--- config.mk ---
export PLATFORM = sky130hd
export DESIGN_NAME = exu_seq_ctrl
export DESIGN_NICKNAME = d
export VERILOG_FILES = /design/src/rtl/exu_seq_ctrl.sv
export SDC_FILE = /design/constraint.sdc
export NUM_CORES = 1
export LEC_CHECK = 0
export CAP_MARGIN = 20
export CORE_ASPECT_RATIO = 0.8
export CORE_UTILIZATION = 45
export DETAILED_ROUTE_END_ITERATION = 6
export DONT_BUFFER_PORTS = 1
export GPL_ROUTABILITY_DRIVEN = 1
export PLACE_DENSITY = 0.69
export SLEW_MARGIN = 40
export SYNTH_ARGS = -nofsm -noshare
export SYNTH_HDL_FRONTEND = slang
export SYNTH_SLANG_ARGS = --single-unit
--- constraint.sdc ---
create_clock -name hclk -period 3.2 [get_ports hclk]
set_input_delay 0.64 -clock hclk [delete_from_list [all_inputs] [get_ports hclk]]
set_output_delay 0.64 -clock hclk [all_outputs]
set_load 0.1 [all_outputs]
--- src/rtl/exu_seq_ctrl.sv ---
// exu_seq_ctrl: execute-stage sequencer. Accepts one decoded instruction at a
// time, counts its execute cycles per class latency, stretches on memory
// stalls, and discards the wrong-path slots that follow a taken BRANCH/JUMP.
module exu_seq_ctrl #(
  parameter int unsigned LAT_ALU    = 3,
  parameter int unsigned LAT_LOAD   = 5,
  parameter int unsigned LAT_STORE  = 4,
  parameter int unsigned LAT_BRANCH = 4,
  parameter int unsigned LAT_JUMP   = 4,
  parameter int unsigned LAT_SYS    = 6
) (
  input  logic       hclk,
  input  logic       hrstn,
  input  logic       dec_valid,
  input  logic [2:0] dec_class,
  output logic       dec_ready,
  output logic [3:0] cycle_cnt,
  output logic [5:0] exu_en,
  input  logic       mem_wait,
  input  logic [1:0] flush,
  output logic       dec_kill,
  output logic       exu_done,
  output logic       illegal
);

  typedef enum logic [1:0] {
    ST_IDLE  = 2'd0,
    ST_EXEC  = 2'd1,
    ST_STALL = 2'd2
  } state_e;

  localparam logic [2:0] CLS_BRANCH = 3'd3;
  localparam logic [2:0] CLS_JUMP   = 3'd4;

  // Execute latency of a class; illegal classes never start, value unused.
  function automatic logic [3:0] lat_of(input logic [2:0] cls);
    logic [3:0] lat;
    case (cls)
      3'd0:    lat = LAT_ALU[3:0];
      3'd1:    lat = LAT_LOAD[3:0];
      3'd2:    lat = LAT_STORE[3:0];
      3'd3:    lat = LAT_BRANCH[3:0];
      3'd4:    lat = LAT_JUMP[3:0];
      3'd5:    lat = LAT_SYS[3:0];
      default: lat = 4'd1;
    endcase
    return lat;
  endfunction

  // One-hot unit enable for a class; zero for illegal classes.
  function automatic logic [5:0] onehot_of(input logic [2:0] cls);
    logic [5:0] oh;
    case (cls)
      3'd0:    oh = 6'b000001;
      3'd1:    oh = 6'b000010;
      3'd2:    oh = 6'b000100;
      3'd3:    oh = 6'b001000;
      3'd4:    oh = 6'b010000;
      3'd5:    oh = 6'b100000;
      default: oh = 6'b000000;
    endcase
    return oh;
  endfunction

  state_e     state_q, state_d;
  logic [3:0] cnt_q, cnt_d;
  logic [3:0] lat_q, lat_d;
  logic [2:0] cls_q, cls_d;
  logic [5:0] en_q, en_d;
  logic [1:0] kill_q, kill_d;
  logic       illegal_q, illegal_d;

  logic       last_s;
  logic [1:0] flush_s;
  logic       ready_s;
  logic       accept_s;
  logic       kill_s;

  // Current-cycle decode: last execute cycle, flush sample and handshake.
  always_comb begin
    last_s = (state_q == ST_EXEC) && (cnt_q == lat_q) && !mem_wait;
    if (last_s && ((cls_q == CLS_BRANCH) || (cls_q == CLS_JUMP))) begin
      flush_s = (flush == 2'd3) ? 2'd2 : flush;
    end else begin
      flush_s = 2'd0;
    end
    // Reset gating keeps the handshake quiet while hrstn is held low.
    ready_s  = hrstn && ((state_q == ST_IDLE) || last_s || (kill_q != 2'd0));
    accept_s = dec_valid && ready_s;
    kill_s   = accept_s && ((kill_q != 2'd0) || (flush_s != 2'd0));
  end

  // State and datapath registers.
  always_ff @(posedge hclk or negedge hrstn) begin
    if (!hrstn) begin
      state_q   <= ST_IDLE;
      cnt_q     <= 4'd0;
      lat_q     <= 4'd0;
      cls_q     <= 3'd0;
      en_q      <= 6'd0;
      kill_q    <= 2'd0;
      illegal_q <= 1'b0;
    end else begin
      state_q   <= state_d;
      cnt_q     <= cnt_d;
      lat_q     <= lat_d;
      cls_q     <= cls_d;
      en_q      <= en_d;
      kill_q    <= kill_d;
      illegal_q <= illegal_d;
    end
  end

  // Next state: advance the cycle count, enter/leave stall, start new work.
  always_comb begin
    state_d   = state_q;
    cnt_d     = cnt_q;
    lat_d     = lat_q;
    cls_d     = cls_q;
    en_d      = en_q;
    illegal_d = 1'b0;

    // Kill budget: a fresh flush sample replaces it, each accept spends one.
    if (flush_s != 2'd0) begin
      kill_d = flush_s - {1'b0, accept_s};
    end else if (kill_q != 2'd0) begin
      kill_d = kill_q - {1'b0, accept_s};
    end else begin
      kill_d = 2'd0;
    end

    case (state_q)
      ST_IDLE: begin
        cnt_d = 4'd0;
        en_d  = 6'd0;
      end
      ST_EXEC: begin
        if (mem_wait) begin
          state_d = ST_STALL;
        end else if (cnt_q < lat_q) begin
          cnt_d = cnt_q + 4'd1;
        end else begin
          state_d = ST_IDLE;
          cnt_d   = 4'd0;
          en_d    = 6'd0;
        end
      end
      ST_STALL: begin
        // Leaving a stall counts as an execute step, except on the last
        // cycle, which must be replayed in EXEC to raise exu_done.
        if (!mem_wait) begin
          state_d = ST_EXEC;
          if (cnt_q < lat_q) begin
            cnt_d = cnt_q + 4'd1;
          end else begin
            cnt_d = cnt_q;
          end
        end else begin
          state_d = ST_STALL;
        end
      end
      default: begin
        state_d = ST_IDLE;
        cnt_d   = 4'd0;
        en_d    = 6'd0;
      end
    endcase

    // Accept only happens in IDLE or on the last cycle, both already idle-bound.
    if (accept_s && !kill_s) begin
      if (dec_class <= 3'd5) begin
        state_d = ST_EXEC;
        cnt_d   = 4'd1;
        cls_d   = dec_class;
        lat_d   = lat_of(dec_class);
        en_d    = onehot_of(dec_class);
      end else begin
        illegal_d = 1'b1;
      end
    end else begin
      illegal_d = 1'b0;
    end
  end

  // Outputs: counters/enables from registers, handshake and done from decode.
  always_comb begin
    dec_ready = ready_s;
    dec_kill  = kill_s;
    exu_done  = last_s;
    cycle_cnt = cnt_q;
    exu_en    = en_q;
    illegal   = illegal_q;
  end

endmodule

==> flow_metrics.tcl <==
set metrics [dict create \
    cts_tree "yes" \
    die_height_um 49.5 \
    timing_worst_slew_pin_value_ns 0.866 \
    dpl_cell_area_mm2 0.00140 \
    netlist_instances 125 \
    finalCriticalPeriod_ns 3.02 \
    critPathArrivalTime_ns 2.38 \
    clkLatencyLatePin_ns 0.32 \
    power.density_mw_per_mm2 743 \
    synth_cell_type_count 41 \
    cts.hold.buffers_added 1 \
    grt_pass1_wl_um 4510 \
    setup.worst_path.start_class "flip-flop" \
    clk_transition_reported_paths_ns 0.13 \
    ff2ff_setup_slack_ns 0.42 \
    drt-pass1-iter-count 4 \
    worst_min_path_class "primary input to async pin" \
    cts_post_setup_buffers_inserted 0 \
    worst_skew_ns 0.0136 \
    timing.slew.headroom_pct 42.3 \
    floorplan.die_area_mm2 0.00304 \
    port_buffers 0 \
    critPathSlowestCell "sky130_fd_sc_hd__a2111oi_4" \
    cts_resized 0 \
    cp_cell_sequence "ha_1 > nand4b_1 > a2111oi_4 > o31a_4" \
    overflow 0 \
    timing.rr.start "state_q[1]" \
    grt_usage_pct 20.1 \
    netlist_area_pre_place_mm2 0.00127 \
    floorplan_core_area_mm2 0.00256 \
    post_drt_wl_per_cell_um 15.9 \
    fmax_mhz 331 \
    place.gp.congestion 0.776 \
    drt-total-wl_um 2720 \
    critical_path_rt_ns 2.56 \
    n_antenna_cell 0 \
    final-setup-viol-count 0 \
    critical_path_launch_point "cycle_cnt[2]" \
    synth.net_count 145 \
    end_kind "output port" \
    synth_seq_cells 21 \
    path_max_fanout 7 \
    post_synth.cell_area_avg_um2 10.2 \
    hold_viol_final 0 \
    critical_path.top_delay_family "compound AO/OA/AOI/OAI gates" \
    ctsRootBufferMaster "sky130_fd_sc_hd__clkbuf_4" \
    layout.cells.most_common "sky130_fd_sc_hd__dfrtp_1" \
    ff2ff_path_depth 7 \
    flow.area_growth_from_synthesis_pct 15.1 \
    antenna_found_initial 0 \
    cts.sinks 21 \
    dp.final_hpwl_um 2040 \
    worst_path_largest_cell_delay_ns 0.58 \
    irDropWorstVdd_mv 0.344 \
    drcViolationCount 0 \
    floorplan.initialDensity_pct 49.6 \
    tns_ns 0 \
    r2r_endpoint "exu_en[1]" \
    drt_first_iter_violations 89 \
    timing_worst_setup_path_type "flip-flop to output port" \
    total_leakage_power_uw 0.000636 \
    grt_max_degree 22 \
    layout-drive-gt1-share_pct 23.0 \
    grt_setup_unrepaired "no" \
    synth_top_cells_by_area "sky130_fd_sc_hd__dfrtp_1, sky130_fd_sc_hd__ha_1, sky130_fd_sc_hd__inv_1" \
    remaining_antenna_violation_count_after_routing 0 \
    num_vias 980 \
    cts_inserted_buffers 3 \
    result_of_the_run "finished clean" \
    yosysTopAreaCellShare_pct 41.3 \
    finalMaxSlewViolations 0 \
    timing.final.crit_share_pct 94.5 \
    num-nets-final 156 \
    fin_util_pct 57.1 \
    yosysSeqAreaShare_pct 41.3 \
    core.rowCount 16 \
    final_cell_mix "sky130_fd_sc_hd__dfrtp_1, sky130_fd_sc_hd__inv_1, sky130_fd_sc_hd__nand2_1, sky130_fd_sc_hd__ha_1, sky130_fd_sc_hd__nor2_1" \
    finalInstanceArea_mm2 0.00146 \
    die_width_um 61.4 \
    htree_levels 1 \
    cap_violations 0 \
    io_pins 23 \
    max-clock-path-buffers 2 \
    first_global_vias 1017 \
    detail_route.vias_per_cell 5.73 \
    worst-path-buf-inv 0 \
    synth-warning-count 0 \
    yosysTopAreaCell "sky130_fd_sc_hd__dfrtp_1" \
]
report_power, final:
group	internal (µW)	switching (µW)	leakage [µW]	total [µW]
logic	200	351	0.000358	551
clock network	47.8	90.6	0.0000139	138
registers	328	69.6	0.000264	398
total	576	511	0.000636	1090
state kept, by name, summed over array words and instances, names as in the netlist:
name / cells
lat_q: 3
cycle_cnt: 4
kill_q: 2
cls_q: 3
illegal: 1
state_q: 2
exu_en: 6
per-layer routing:
layer | GRT usage [%] | share of wire, %
met1 | 26.7 | 45
met3 | 6.82 | 7.0
met5 | 0 | 0
met2 | 31.3 | 46
met4 | 4.81 | 1.4
synthesized netlist by cell type, drive strengths merged:
cell / number
buf: 3
and3: 1
nand2b: 1
and2: 2
o22ai: 1
o211a: 1
a22o: 1
dfrtp: 21
o21ai: 3
o221ai: 1
nand3b: 3
xnor2: 1
o21a: 2
a32o: 3
nand3: 2
or3b: 1
a211o: 1
a21oi: 4
a31oi: 4
inv: 12
a21o: 1
nor4: 4
or4b: 1
nand4b: 1
nor2: 10
ha: 11
a2111o: 1
o31a: 1
o2bb2ai: 3
a211oi: 1
nor2b: 3
and3b: 1
xor2: 1
mux2: 1
nand2: 11
nor3: 2
a2bb2oi: 1
mux2i: 1
o221a: 1
a2111oi: 1
layout make-up:
class	instances	area (µm²)
inverter	12	45.0
clock buffer	3	22.5
tap	36	45.0
multi-input combinational	89	711
timing repair buffer	9	91.3
clock inverter	1	7.51
sequential	21	541
fill	240	1100
metrics by stage:
| step | instances | hold slack [ns] | setup WS, ns | power (µW) |
|---|---|---|---|---|
| 3_5_place_dp | 164 | 0.345 | 0.486 | 940 |
| 6_report | 171 | 0.245 | 0.176 | 1090 |
| 3_3_place_gp | 164 | 0.345 | 0.576 | 910 |
| 2_1_floorplan | 125 | 0.344 | 0.0519 | 823 |
| 4_1_cts | 169 | 0.376 | 0.167 | 1090 |
| 5_1_grt | 171 | 0.281 | 0.0185 | 1170 |
worst max-delay path by stage:
stage | to | cells after the start
2_1_floorplan | dec_kill | 7
5_1_grt | dec_kill | 4
4_1_cts | dec_kill | 4
3_3_place_gp | exu_en[1] | 6
6_report | dec_kill | 4
3_5_place_dp | exu_en[1] | 7
logic make-up (layout without fill, tap and decap cells):
family	after synthesis	after routing	synth area share [%]
xor gates and xnor gates	2	2	1.38
buffers and inverters	15	25	5.61
muxes	2	2	1.67
adders and majority gates	11	11	10.8
and+or+nand+nor	43	43	18.4
DFF	21	21	41.3
AOI/OAI and AO/OA	31	31	20.8
No activity file was read; power rests on OpenSTA's default activity.
